--- config.mk ---
export PLATFORM = sky130hd
export DESIGN_NAME = adrv9001_tx_serdes_framer_flat
export DESIGN_NICKNAME = d
export VERILOG_FILES = /design/src/rtl/adrv9001_tx_serdes_framer_pkg.sv /design/src/rtl/adrv9001_tx_serdes_framer_if.sv /design/src/rtl/adrv9001_tx_serdes_framer_fifo.sv /design/src/rtl/adrv9001_tx_serdes_framer.sv /design/src/flat_wrapper.sv
export SDC_FILE = /design/constraint.sdc
export NUM_CORES = 1
export LEC_CHECK = 0
export CAP_MARGIN = 20
export CORE_UTILIZATION = 55
export CTS_BUF_LIST = sky130_fd_sc_hd__clkbuf_8
export DETAILED_ROUTE_END_ITERATION = 7
export PLACE_DENSITY = 0.75
export SLEW_MARGIN = 20
export SYNTH_ARGS = -nofsm -noshare
export SYNTH_HDL_FRONTEND = slang
export SYNTH_HIERARCHICAL = 1
export SYNTH_SLANG_ARGS = --single-unit
--- constraint.sdc ---
create_clock -name clk -period 4.9 [get_ports clk]
set_input_delay 0.49 -clock clk [delete_from_list [all_inputs] [get_ports clk]]
set_output_delay 0.49 -clock clk [all_outputs]
set_load 0.01 [all_outputs]
--- src/rtl/adrv9001_tx_serdes_framer_pkg.sv ---
`default_nettype none
// ============================================================================
// Module  : adrv9001_tx_serdes_framer_pkg
// Brief   : Shared constants, types and lane helpers for the TX serdes framer.
// Revision: 1.0 - initial release
// ============================================================================
package adrv9001_tx_serdes_framer_pkg;

  localparam int PHASE_W = 4;
  localparam int WORD_W  = 16;

  localparam logic [WORD_W-1:0] STRB_PAT_8ON = 16'hFF00;
  localparam logic [WORD_W-1:0] STRB_PAT_1ON = 16'h8000;

  typedef enum logic {
    STRB_MODE_8ON = 1'b0,
    STRB_MODE_1ON = 1'b1
  } strb_mode_e;

  // One buffered I/Q sample
  typedef struct packed {
    logic [WORD_W-1:0] i;
    logic [WORD_W-1:0] q;
  } iq_sample_t;

  function automatic logic [WORD_W-1:0] strb_pattern(input strb_mode_e mode);
    return (mode == STRB_MODE_1ON) ? STRB_PAT_1ON : STRB_PAT_8ON;
  endfunction

  // Phase N>0 takes the low N bits of the older word followed by the top
  // 16-N bits of the newer word; N=0 ships the older word untouched.
  function automatic logic [WORD_W-1:0] lane_shift(input logic [WORD_W-1:0]  prev,
                                                   input logic [WORD_W-1:0]  cur,
                                                   input logic [PHASE_W-1:0] n);
    logic [2*WORD_W-1:0] w_cat;
    w_cat = {prev, cur} >> n;
    return (n == '0) ? prev : w_cat[WORD_W-1:0];
  endfunction

endpackage
`default_nettype wire

--- src/rtl/adrv9001_tx_serdes_framer_if.sv ---
`default_nettype none
// ============================================================================
// Module  : adrv9001_tx_serdes_framer_if
// Brief   : Sample handshake in, three-lane serdes words out.
// Revision: 1.0 - initial release
// ============================================================================
interface adrv9001_tx_serdes_framer_if;

  logic [15:0] i_in;
  logic [15:0] q_in;
  logic        valid_in;
  logic        ready_out;
  logic [15:0] i_out;
  logic [15:0] q_out;
  logic [15:0] strb_out;
  logic        valid_out;

  // Sample source / lane consumer side
  modport master (
    output i_in, q_in, valid_in,
    input  ready_out, i_out, q_out, strb_out, valid_out
  );

  // Framer side
  modport slave (
    input  i_in, q_in, valid_in,
    output ready_out, i_out, q_out, strb_out, valid_out
  );

endinterface
`default_nettype wire

--- src/rtl/adrv9001_tx_serdes_framer_fifo.sv ---
`default_nettype none
// ============================================================================
// Module  : adrv9001_tx_serdes_framer_fifo
// Brief   : Synchronous I/Q sample FIFO with flush, full and empty flags.
// Revision: 1.0 - initial release
// ============================================================================
module adrv9001_tx_serdes_framer_fifo
  import adrv9001_tx_serdes_framer_pkg::*;
#(
  parameter int DEPTH = 4
) (
  input  wire        clk,
  input  wire        rstn,
  input  wire        flush,
  input  wire        push,
  input  iq_sample_t wdata,
  input  wire        pop,
  output iq_sample_t rdata,
  output logic       full,
  output logic       empty
);

  localparam int            AW      = $clog2(DEPTH);
  localparam logic [AW:0]   C_DEPTH = (AW+1)'(DEPTH);

  iq_sample_t    r_mem [DEPTH];
  logic [AW-1:0] r_wptr;
  logic [AW-1:0] r_rptr;
  logic [AW:0]   r_count;
  logic          w_push;
  logic          w_pop;

  assign full   = (r_count == C_DEPTH);
  assign empty  = (r_count == '0);
  assign w_push = push && !full;
  assign w_pop  = pop && !empty;
  assign rdata  = r_mem[r_rptr];

  // Sample storage; contents are don't-care until written
  always_ff @(posedge clk) begin
    if (w_push) r_mem[r_wptr] <= wdata;
  end

  // Pointers and occupancy; flush discards everything buffered
  always_ff @(posedge clk or negedge rstn) begin
    if (!rstn) begin
      r_wptr  <= '0;
      r_rptr  <= '0;
      r_count <= '0;
    end else if (flush) begin
      r_wptr  <= '0;
      r_rptr  <= '0;
      r_count <= '0;
    end else begin
      if (w_push) r_wptr <= r_wptr + AW'(1);
      if (w_pop)  r_rptr <= r_rptr + AW'(1);
      case ({w_push, w_pop})
        2'b10:   r_count <= r_count + (AW+1)'(1);
        2'b01:   r_count <= r_count - (AW+1)'(1);
        default: r_count <= r_count;
      endcase
    end
  end

endmodule
`default_nettype wire

--- src/rtl/adrv9001_tx_serdes_framer.sv ---
`default_nettype none
// ============================================================================
// Module  : adrv9001_tx_serdes_framer
// Brief   : Buffers TX I/Q samples and emits phase-shifted 16-bit words for
//           the I, Q and strobe OSERDES lanes (MSB first).
// Revision: 1.0 - initial release
// ============================================================================
module adrv9001_tx_serdes_framer
  import adrv9001_tx_serdes_framer_pkg::*;
#(
  parameter int          FIFO_DEPTH = 4,
  parameter logic [15:0] IDLE_I     = 16'h0000,
  parameter logic [15:0] IDLE_Q     = 16'h0000
) (
  input  wire                      clk,
  input  wire                      rstn,
  input  wire                      enable,
  input  wire                      strb_mode,
  input  wire [PHASE_W-1:0]        phase,
  adrv9001_tx_serdes_framer_if.slave bus,
  output logic                     underflow,
  output logic [15:0]              uflow_cnt
);

  logic               r_en_d1;
  strb_mode_e         r_mode;
  logic [PHASE_W-1:0] r_phase;
  logic [15:0]        r_prev_i;
  logic [15:0]        r_prev_q;
  logic [15:0]        r_prev_s;
  logic [15:0]        r_i_out;
  logic [15:0]        r_q_out;
  logic [15:0]        r_s_out;
  logic               r_valid_out;
  logic               r_underflow;
  logic [15:0]        r_uflow_cnt;

  logic               w_rise;
  strb_mode_e         w_mode;
  logic [PHASE_W-1:0] w_phase;
  logic               w_ready;
  logic               w_push;
  logic               w_pop;
  logic               w_full;
  logic               w_empty;
  logic               w_uflow;
  iq_sample_t         w_wdata;
  iq_sample_t         w_head;
  logic [15:0]        w_cur_i;
  logic [15:0]        w_cur_q;
  logic [15:0]        w_cur_s;

  // The first enabled edge already uses the incoming mode/phase so the
  // priming words carry the right strobe pattern and alignment.
  assign w_rise  = enable && !r_en_d1;
  assign w_mode  = w_rise ? strb_mode_e'(strb_mode) : r_mode;
  assign w_phase = w_rise ? phase : r_phase;

  // Reset gates ready so the source sees no acceptance while held in reset
  assign w_ready       = rstn && enable && !w_full;
  assign w_push        = bus.valid_in && w_ready;
  assign w_pop         = enable && !w_empty;
  assign w_wdata.i     = bus.i_in;
  assign w_wdata.q     = bus.q_in;
  assign bus.ready_out = w_ready;

  // Idle words are inserted once primed; the priming edge is not an underflow
  assign w_uflow = enable && r_en_d1 && w_empty;

  // Stage A: current lane words
  assign w_cur_i = w_empty ? IDLE_I : w_head.i;
  assign w_cur_q = w_empty ? IDLE_Q : w_head.q;
  assign w_cur_s = strb_pattern(w_mode);

  adrv9001_tx_serdes_framer_fifo #(
    .DEPTH (FIFO_DEPTH)
  ) u_fifo (
    .clk   (clk),
    .rstn  (rstn),
    .flush (!enable),
    .push  (w_push),
    .wdata (w_wdata),
    .pop   (w_pop),
    .rdata (w_head),
    .full  (w_full),
    .empty (w_empty)
  );

  // Enable history, mode/phase latch and saturating underflow counter
  always_ff @(posedge clk or negedge rstn) begin
    if (!rstn) begin
      r_en_d1     <= 1'b0;
      r_mode      <= STRB_MODE_8ON;
      r_phase     <= '0;
      r_uflow_cnt <= '0;
    end else begin
      r_en_d1 <= enable;
      if (w_rise) begin
        r_mode      <= w_mode;
        r_phase     <= w_phase;
        r_uflow_cnt <= '0;
      end else if (w_uflow && (r_uflow_cnt != 16'hFFFF)) begin
        r_uflow_cnt <= r_uflow_cnt + 16'd1;
      end
    end
  end

  // Stage B: shared barrel shift across the three lanes, registered outputs
  always_ff @(posedge clk or negedge rstn) begin
    if (!rstn) begin
      r_prev_i    <= '0;
      r_prev_q    <= '0;
      r_prev_s    <= '0;
      r_i_out     <= '0;
      r_q_out     <= '0;
      r_s_out     <= '0;
      r_valid_out <= 1'b0;
      r_underflow <= 1'b0;
    end else if (!enable) begin
      r_prev_i    <= '0;
      r_prev_q    <= '0;
      r_prev_s    <= '0;
      r_i_out     <= '0;
      r_q_out     <= '0;
      r_s_out     <= '0;
      r_valid_out <= 1'b0;
      r_underflow <= 1'b0;
    end else begin
      r_prev_i    <= w_cur_i;
      r_prev_q    <= w_cur_q;
      r_prev_s    <= w_cur_s;
      r_i_out     <= lane_shift(r_prev_i, w_cur_i, w_phase);
      r_q_out     <= lane_shift(r_prev_q, w_cur_q, w_phase);
      r_s_out     <= lane_shift(r_prev_s, w_cur_s, w_phase);
      r_valid_out <= r_en_d1;
      r_underflow <= w_uflow;
    end
  end

  assign bus.i_out     = r_i_out;
  assign bus.q_out     = r_q_out;
  assign bus.strb_out  = r_s_out;
  assign bus.valid_out = r_valid_out;
  assign underflow     = r_underflow;
  assign uflow_cnt     = r_uflow_cnt;

endmodule
`default_nettype wire
--- src/flat_wrapper.sv ---
// flat-port wrapper written by rule: the top's interface ports become plain ports
module adrv9001_tx_serdes_framer_flat import adrv9001_tx_serdes_framer_pkg::*;
#(
  parameter int          FIFO_DEPTH = 4,
  parameter logic [15:0] IDLE_I     = 16'h0000,
  parameter logic [15:0] IDLE_Q     = 16'h0000
)
  (clk, rstn, enable, strb_mode, phase, underflow, uflow_cnt, bus_i_in, bus_q_in, bus_valid_in, bus_ready_out, bus_i_out, bus_q_out, bus_strb_out, bus_valid_out);
  adrv9001_tx_serdes_framer_if bus_i ();
  input  wire clk;
  input  wire rstn;
  input  wire enable;
  input  wire strb_mode;
  input  wire [PHASE_W-1:0] phase;
  output logic underflow;
  output logic [15:0] uflow_cnt;
  input wire logic [$bits(bus_i.i_in)-1:0] bus_i_in;
  input wire logic [$bits(bus_i.q_in)-1:0] bus_q_in;
  input wire logic [$bits(bus_i.valid_in)-1:0] bus_valid_in;
  output wire logic [$bits(bus_i.ready_out)-1:0] bus_ready_out;
  output wire logic [$bits(bus_i.i_out)-1:0] bus_i_out;
  output wire logic [$bits(bus_i.q_out)-1:0] bus_q_out;
  output wire logic [$bits(bus_i.strb_out)-1:0] bus_strb_out;
  output wire logic [$bits(bus_i.valid_out)-1:0] bus_valid_out;
  assign bus_i.i_in = bus_i_in;
  assign bus_i.q_in = bus_q_in;
  assign bus_i.valid_in = bus_valid_in;
  assign bus_ready_out = bus_i.ready_out;
  assign bus_i_out = bus_i.i_out;
  assign bus_q_out = bus_i.q_out;
  assign bus_strb_out = bus_i.strb_out;
  assign bus_valid_out = bus_i.valid_out;
  adrv9001_tx_serdes_framer #(.FIFO_DEPTH(FIFO_DEPTH), .IDLE_I(IDLE_I), .IDLE_Q(IDLE_Q)) u_core (.clk(clk), .rstn(rstn), .enable(enable), .strb_mode(strb_mode), .phase(phase), .bus(bus_i), .underflow(underflow), .uflow_cnt(uflow_cnt));
endmodule
Word level (Yosys, flattened, before mapping)
Memory sizes are Yosys's and may differ from the RTL's.
Index checks and enable logic that the tools add are counted.
{"block": "word_totals", "reg_bits": 127, "ram_bits": 128, "memories": 1}
{"block": "op_classes", "addsub": 5, "n_eq_ne": 7, "n_shift": 3, "n_mux": 26, "n_reduce_logical": 16}
{"memory": "u_core.u_fifo.r_mem", "words": 4, "word_bits": 32, "read_ports": 1, "rd_ports_with_merged_regs": 0, "write_ports": 1, "line": "adrv9001_tx_serdes_framer_fifo.sv:26", "rtl": "iq_sample_t r_mem [DEPTH];"}
{"op": "16-bit 2-to-1 mux", "count": 13}
{"op": "32-bit by 4-bit >> shifter with 16-bit output", "count": 3}
{"op": "16-bit by 1-bit adder with 16-bit output, second input constant", "count": 1}
{"op": "16-bit != test, second input constant", "count": 1}
{"op": "15-bit 2-to-1 mux", "count": 1}
{"op": "1-bit logical AND", "count": 10}
{"op": "2-bit 2-to-1 mux", "count": 4}
{"op": "3-bit case mux with 2 select lines", "count": 1}
{"op": "1-bit 2-to-1 mux", "count": 5}
{"op": "2-bit by 1-bit adder with 2-bit output, second input constant", "count": 2}
{"op": "4-bit logical NOT", "count": 1}
{"op": "4-bit 2-to-1 mux", "count": 1}
{"op": "2-bit by 1-bit != test with 1-bit output, second input constant", "count": 2}
{"op": "3-bit by 1-bit adder with 3-bit output, second input constant", "count": 1}
{"op": "3-bit == test, second input constant", "count": 1}
{"op": "1-bit logical NOT", "count": 3}
{"op": "3-bit logical NOT", "count": 1}
{"op": "3-bit 2-to-1 mux", "count": 1}
{"op": "3-bit by 1-bit != test with 1-bit output, second input constant", "count": 1}
{"op": "3-bit by 1-bit subtractor with 3-bit output, second input constant", "count": 1}
{"op": "2-bit by 1-bit == test with 1-bit output, second input constant", "count": 1}
{"op": "2-bit == test, second input constant", "count": 1}
{"op": "2-bit nonzero test", "count": 1}

Longest topological paths before layout
{"block": "depth", "depth_word": 8, "ltp_mapped": 10}

Modules after synthesis
The synthesis kept the hierarchy.
{"mod": "adrv9001_tx_serdes_framer", "instances": 1, "cells_per_inst": 651, "area_each_um2": 6299.8, "seq_area_each_um2": 2627.5}
{"mod": "adrv9001_tx_serdes_framer_fifo", "instances": 1, "cells_per_inst": 228, "area_each_um2": 5183.7, "seq_area_each_um2": 4018.9}

Worst setup path before layout
Ideal clock, no wire load.
{"block": "synth_timing", "path_type": "in2reg", "startpoint": "in enable", "endpoint": "mem u_core/u_fifo/r_mem[0][0] in the netlist's numbering (enable)", "setup_time_ns": 0.392, "arrival_time_ns": 2.550, "required_time_ns": 4.508, "setup_slack_ns": 1.958, "cell_stages": 8, "path_buffers": 3, "path_cell_list": "buf_4 > clkbuf_1 > nand2_1 > nor2_1 > and2_1 > buf_2 > a21boi_2 > and2_1"}
{"block": "synth_between", "elab_chain_cells": 6}
{"item": "start, declared", "line": "flat_wrapper.sv:12", "rtl": "input wire enable;"}
{"item": "1-bit logical AND (2 in a row)", "line": "adrv9001_tx_serdes_framer.sv:60", "rtl": "assign w_ready = rstn && enable && !w_full;"}
{"item": "named net bus_ready_out", "line": "flat_wrapper.sv:20", "rtl": "output wire logic [$bits(bus_i.ready_out)-1:0] bus_ready_out;"}
{"item": "1-bit logical AND", "line": "adrv9001_tx_serdes_framer.sv:61", "rtl": "assign w_push = bus.valid_in && w_ready;"}
{"item": "named net u_core.w_push", "line": "adrv9001_tx_serdes_framer.sv:42", "rtl": "logic w_push;"}
{"item": "1-bit logical AND", "line": "adrv9001_tx_serdes_framer_fifo.sv:35", "rtl": "assign w_push = push && !full;"}
{"item": "1-bit 2-to-1 mux", "line": "adrv9001_tx_serdes_framer_fifo.sv:41", "rtl": "if (w_push) r_mem[r_wptr] <= wdata;"}
{"item": "1-bit 2-to-1 mux (not written as such)", "line": "adrv9001_tx_serdes_framer_fifo.sv:41"}
{"item": "end, declared", "line": "adrv9001_tx_serdes_framer_fifo.sv:26"}
The timed path passes the listed nets, and every way through them passes these cells.

==> impl_metrics.py <==
metrics = {
    "drt": {
        "avgViaCountPerCell": 6.23,
        "ant_nets": 0,
        "wirelength_mm": 28.1,
        "dr.first_iter.drc_count": 765,
        "avgRoutedWirePerCell_um": 22.0,
        "vias": 7978,
        "drt-pass1-iter-count": 5,
        "drc": 0,
    },
    "pwr": {
        "power_density_nw_per_um2": 353,
        "leakagePower_nw": 5.27,
        "peakVddDrop_v": 0.000213,
    },
    "global_route": {
        "antenna_found_initial": 0,
        "grt_max_degree": 73,
        "globalRouteTotalUtil": 0.270,
        "overflow": 0,
        "grt_pass1_vias": 7844,
        "grt_pass1_wl_mm": 44.5,
    },
    "floorplan": {
        "start_util": 0.564,
        "fp.coreArea_um2": 20400,
        "row_count": 52,
        "io_pins": 108,
        "die-height_um": 146,
        "die_w_um": 146,
        "die_area_um2": 21500,
    },
    "placed_design": {
        "port_buffers": 107,
        "gp_congestion": 1.00,
        "dp_hpwl_mm": 18.6,
        "placed_cell_area_um2": 12600,
        "place_ws_ns": 1.56,
    },
    "clocking": {
        "post_cts_resized": 0,
        "clkLatencyLatePin_ns": 0.54,
        "clk_pin_slew_ns": 0.06,
        "clockBufferDepth": 3,
        "cts_max_level": 2,
        "clock_sinks": 240,
        "cts_buffers": 39,
        "post-cts-setup-buffer-count": 0,
        "cts_tree": "built",
        "hold_buffers": 0,
        "cts-root-buf": "clkbuf_8",
    },
    "setup_path": {
        "crit_path_start_kind": "flip-flop",
        "worstSetupPathType": "flip-flop to flip-flop",
        "required_ns": 5.33,
        "slowest_delay_ns": 0.67,
        "cp_top_family": "compound AO/OA/AOI/OAI gates",
        "crit_chain": "nand2b_4 > mux2i_4 > inv_2 > nand2_2 > o22ai_1 > mux2i_1 > a211oi_1",
        "crit_slowest_cell": "inv_2",
        "cp.arrival_ns": 3.69,
        "end_kind": "flip-flop",
        "cp_max_fo": 34,
        "cp_num_buf_inv": 1,
        "rr_startpoint": "u_core/r_prev_s[15]",
        "cp-startpoint": "u_core/r_prev_s[15]",
    },
    "sta": {
        "final_hold_viol_count": 0,
        "setup-violations-final": 0,
        "min_period_ns": 3.26,
        "setup_slack_ns": 1.64,
        "slew_viol_final": 0,
        "fin_tns_setup_ns": 0,
        "worst_pin_slew_ns": 0.954,
        "fin_skew_ns": 0.0260,
        "whs_ns": 0.127,
        "max_slew_margin": 0.364,
        "fmax_mhz": 307,
        "rsz0062_at_grt": "no",
        "period_share": 0.665,
    },
    "layout": {
        "drive_above_1_share": 0.132,
        "nNetsFinal": 1031,
        "fin_area_um2": 13400,
        "fin_util": 0.657,
        "area_growth_pct": 16.5,
        "diodes": 0,
        "final_common_cell": "edfxtp_1",
        "final_cell_mix": "edfxtp_1, dfrtp_1, clkdlybuf4s50_1",
    },
    "flow_run": {
        "maxCapViolations": 0,
    },
    "yosys": {
        "synthCells": 879,
        "synth_edf_count": 128,
        "netlist_area_um2": 11500,
        "async_reset_ff_frac": 0.467,
        "syn-num-nets": 926,
        "ys_ff_latch": 240,
        "synth-main-ff-cell": "edfxtp_1",
        "avgSynthCellArea_um2": 13.1,
        "ys_warn_count": 6,
        "synth.distinct_cells": 71,
        "ys_seq_area_frac": 0.579,
    },
    "run_status": {
        "status": "complete, no violations",
    },
    "min_path": {
        "hp-class": "input port to asynchronous set/reset pin",
    },
}
-- metrics by stage --
stage | total power, mW | std cells
2_1_floorplan | 2.80 | 879
3_3_place_gp | 3.11 | 1213
3_5_place_dp | 3.12 | 1213
4_1_cts | 4.76 | 1280
5_1_grt | 4.93 | 1280
6_report | 4.73 | 1280
-- cells in the mapped netlist, types with 23 or more instances --
master | instances | area, µm²
o21ai_0 | 26 | 130
a211oi_1 | 26 | 195
mux4_2 | 32 | 721
o22ai_1 | 30 | 188
mux2i_1 | 84 | 841
a21oi_1 | 31 | 155
edfxtp_1 | 128 | 3840
dfrtp_1 | 112 | 2800
nand2_1 | 59 | 221
buf_2 | 23 | 115
and3_1 | 31 | 194
nor2_1 | 66 | 248
-- logic make-up (layout without fill, tap and decap cells) --
logic type | count (synthesis) | in the layout | synth area share
flops | 240 | 240 | 0.579
simple gates | 221 | 221 | 0.0936
compound gates | 192 | 192 | 0.119
mux | 124 | 124 | 0.149
buf+inv | 77 | 208 | 0.0385
xor+xnor | 19 | 19 | 0.0145
fa+ha+maj | 6 | 6 | 0.00719
-- final timing paths --
| check | to | slack, ns | cells past startpoint |
|---|---|---|---|
| max | u_core/bus.i_out[10] | 1.64 | 7 |
| min | u_core/bus.i_out[2] | 0.13 | 2 |
| max reg2reg | u_core/bus.i_out[10] | 1.64 | 7 |
| min reg2reg | u_core/uflow_cnt[15] | 0.57 | 2 |
| max in group asynchronous | u_core/r_prev_q[10] | 3.50 | 3 |
| min in group clk | u_core/uflow_cnt[15] | 0.57 | 2 |
-- per-layer routing --
layer  track usage  vias to the layer above  part of all wire
li1              -                     3589                 -
met1         0.387                     3864              0.43
met2         0.405                      446              0.46
met3        0.0563                       79             0.086
met4         0.108                        0             0.032
met5             0                        -                 0
-- sequential cells by signal (all words and copies together) (netlist names) --
name                   flops
u_core/u_fifo/r_mem      128
u_core/u_fifo/r_rptr       2
u_core/u_fifo/r_count      3
u_core/uflow_cnt          16
u_core/u_fifo/r_wptr       2
u_core/bus.strb_out       16
u_core/r_mode              1
u_core/bus.i_out          16
u_core/bus.valid_out       1
u_core/r_prev_i           16
u_core/r_phase             4
u_core/underflow           1
u_core/r_prev_s            2
u_core/r_prev_q           16
u_core/bus.q_out          16
-- power by group --
part | leakage, nW | switching, mW | internal [mW] | total [mW]
Clock | 0.426 | 0.750 | 0.886 | 1.64
Combinational | 2.17 | 0.484 | 0.340 | 0.823
Sequential | 2.67 | 0.0548 | 2.21 | 2.27
-- layout make-up --
class	instances	area [µm²]
Sequential cell	240	6650
Tap cell	270	338
Multi-Input combinational cell	562	4400
Clock inverter	22	120
Timing Repair Buffer	126	1210
Inverter	15	56.3
Fill cell	1507	6980
Clock buffer	45	619
No activity file was read; power rests on OpenSTA's default activity.
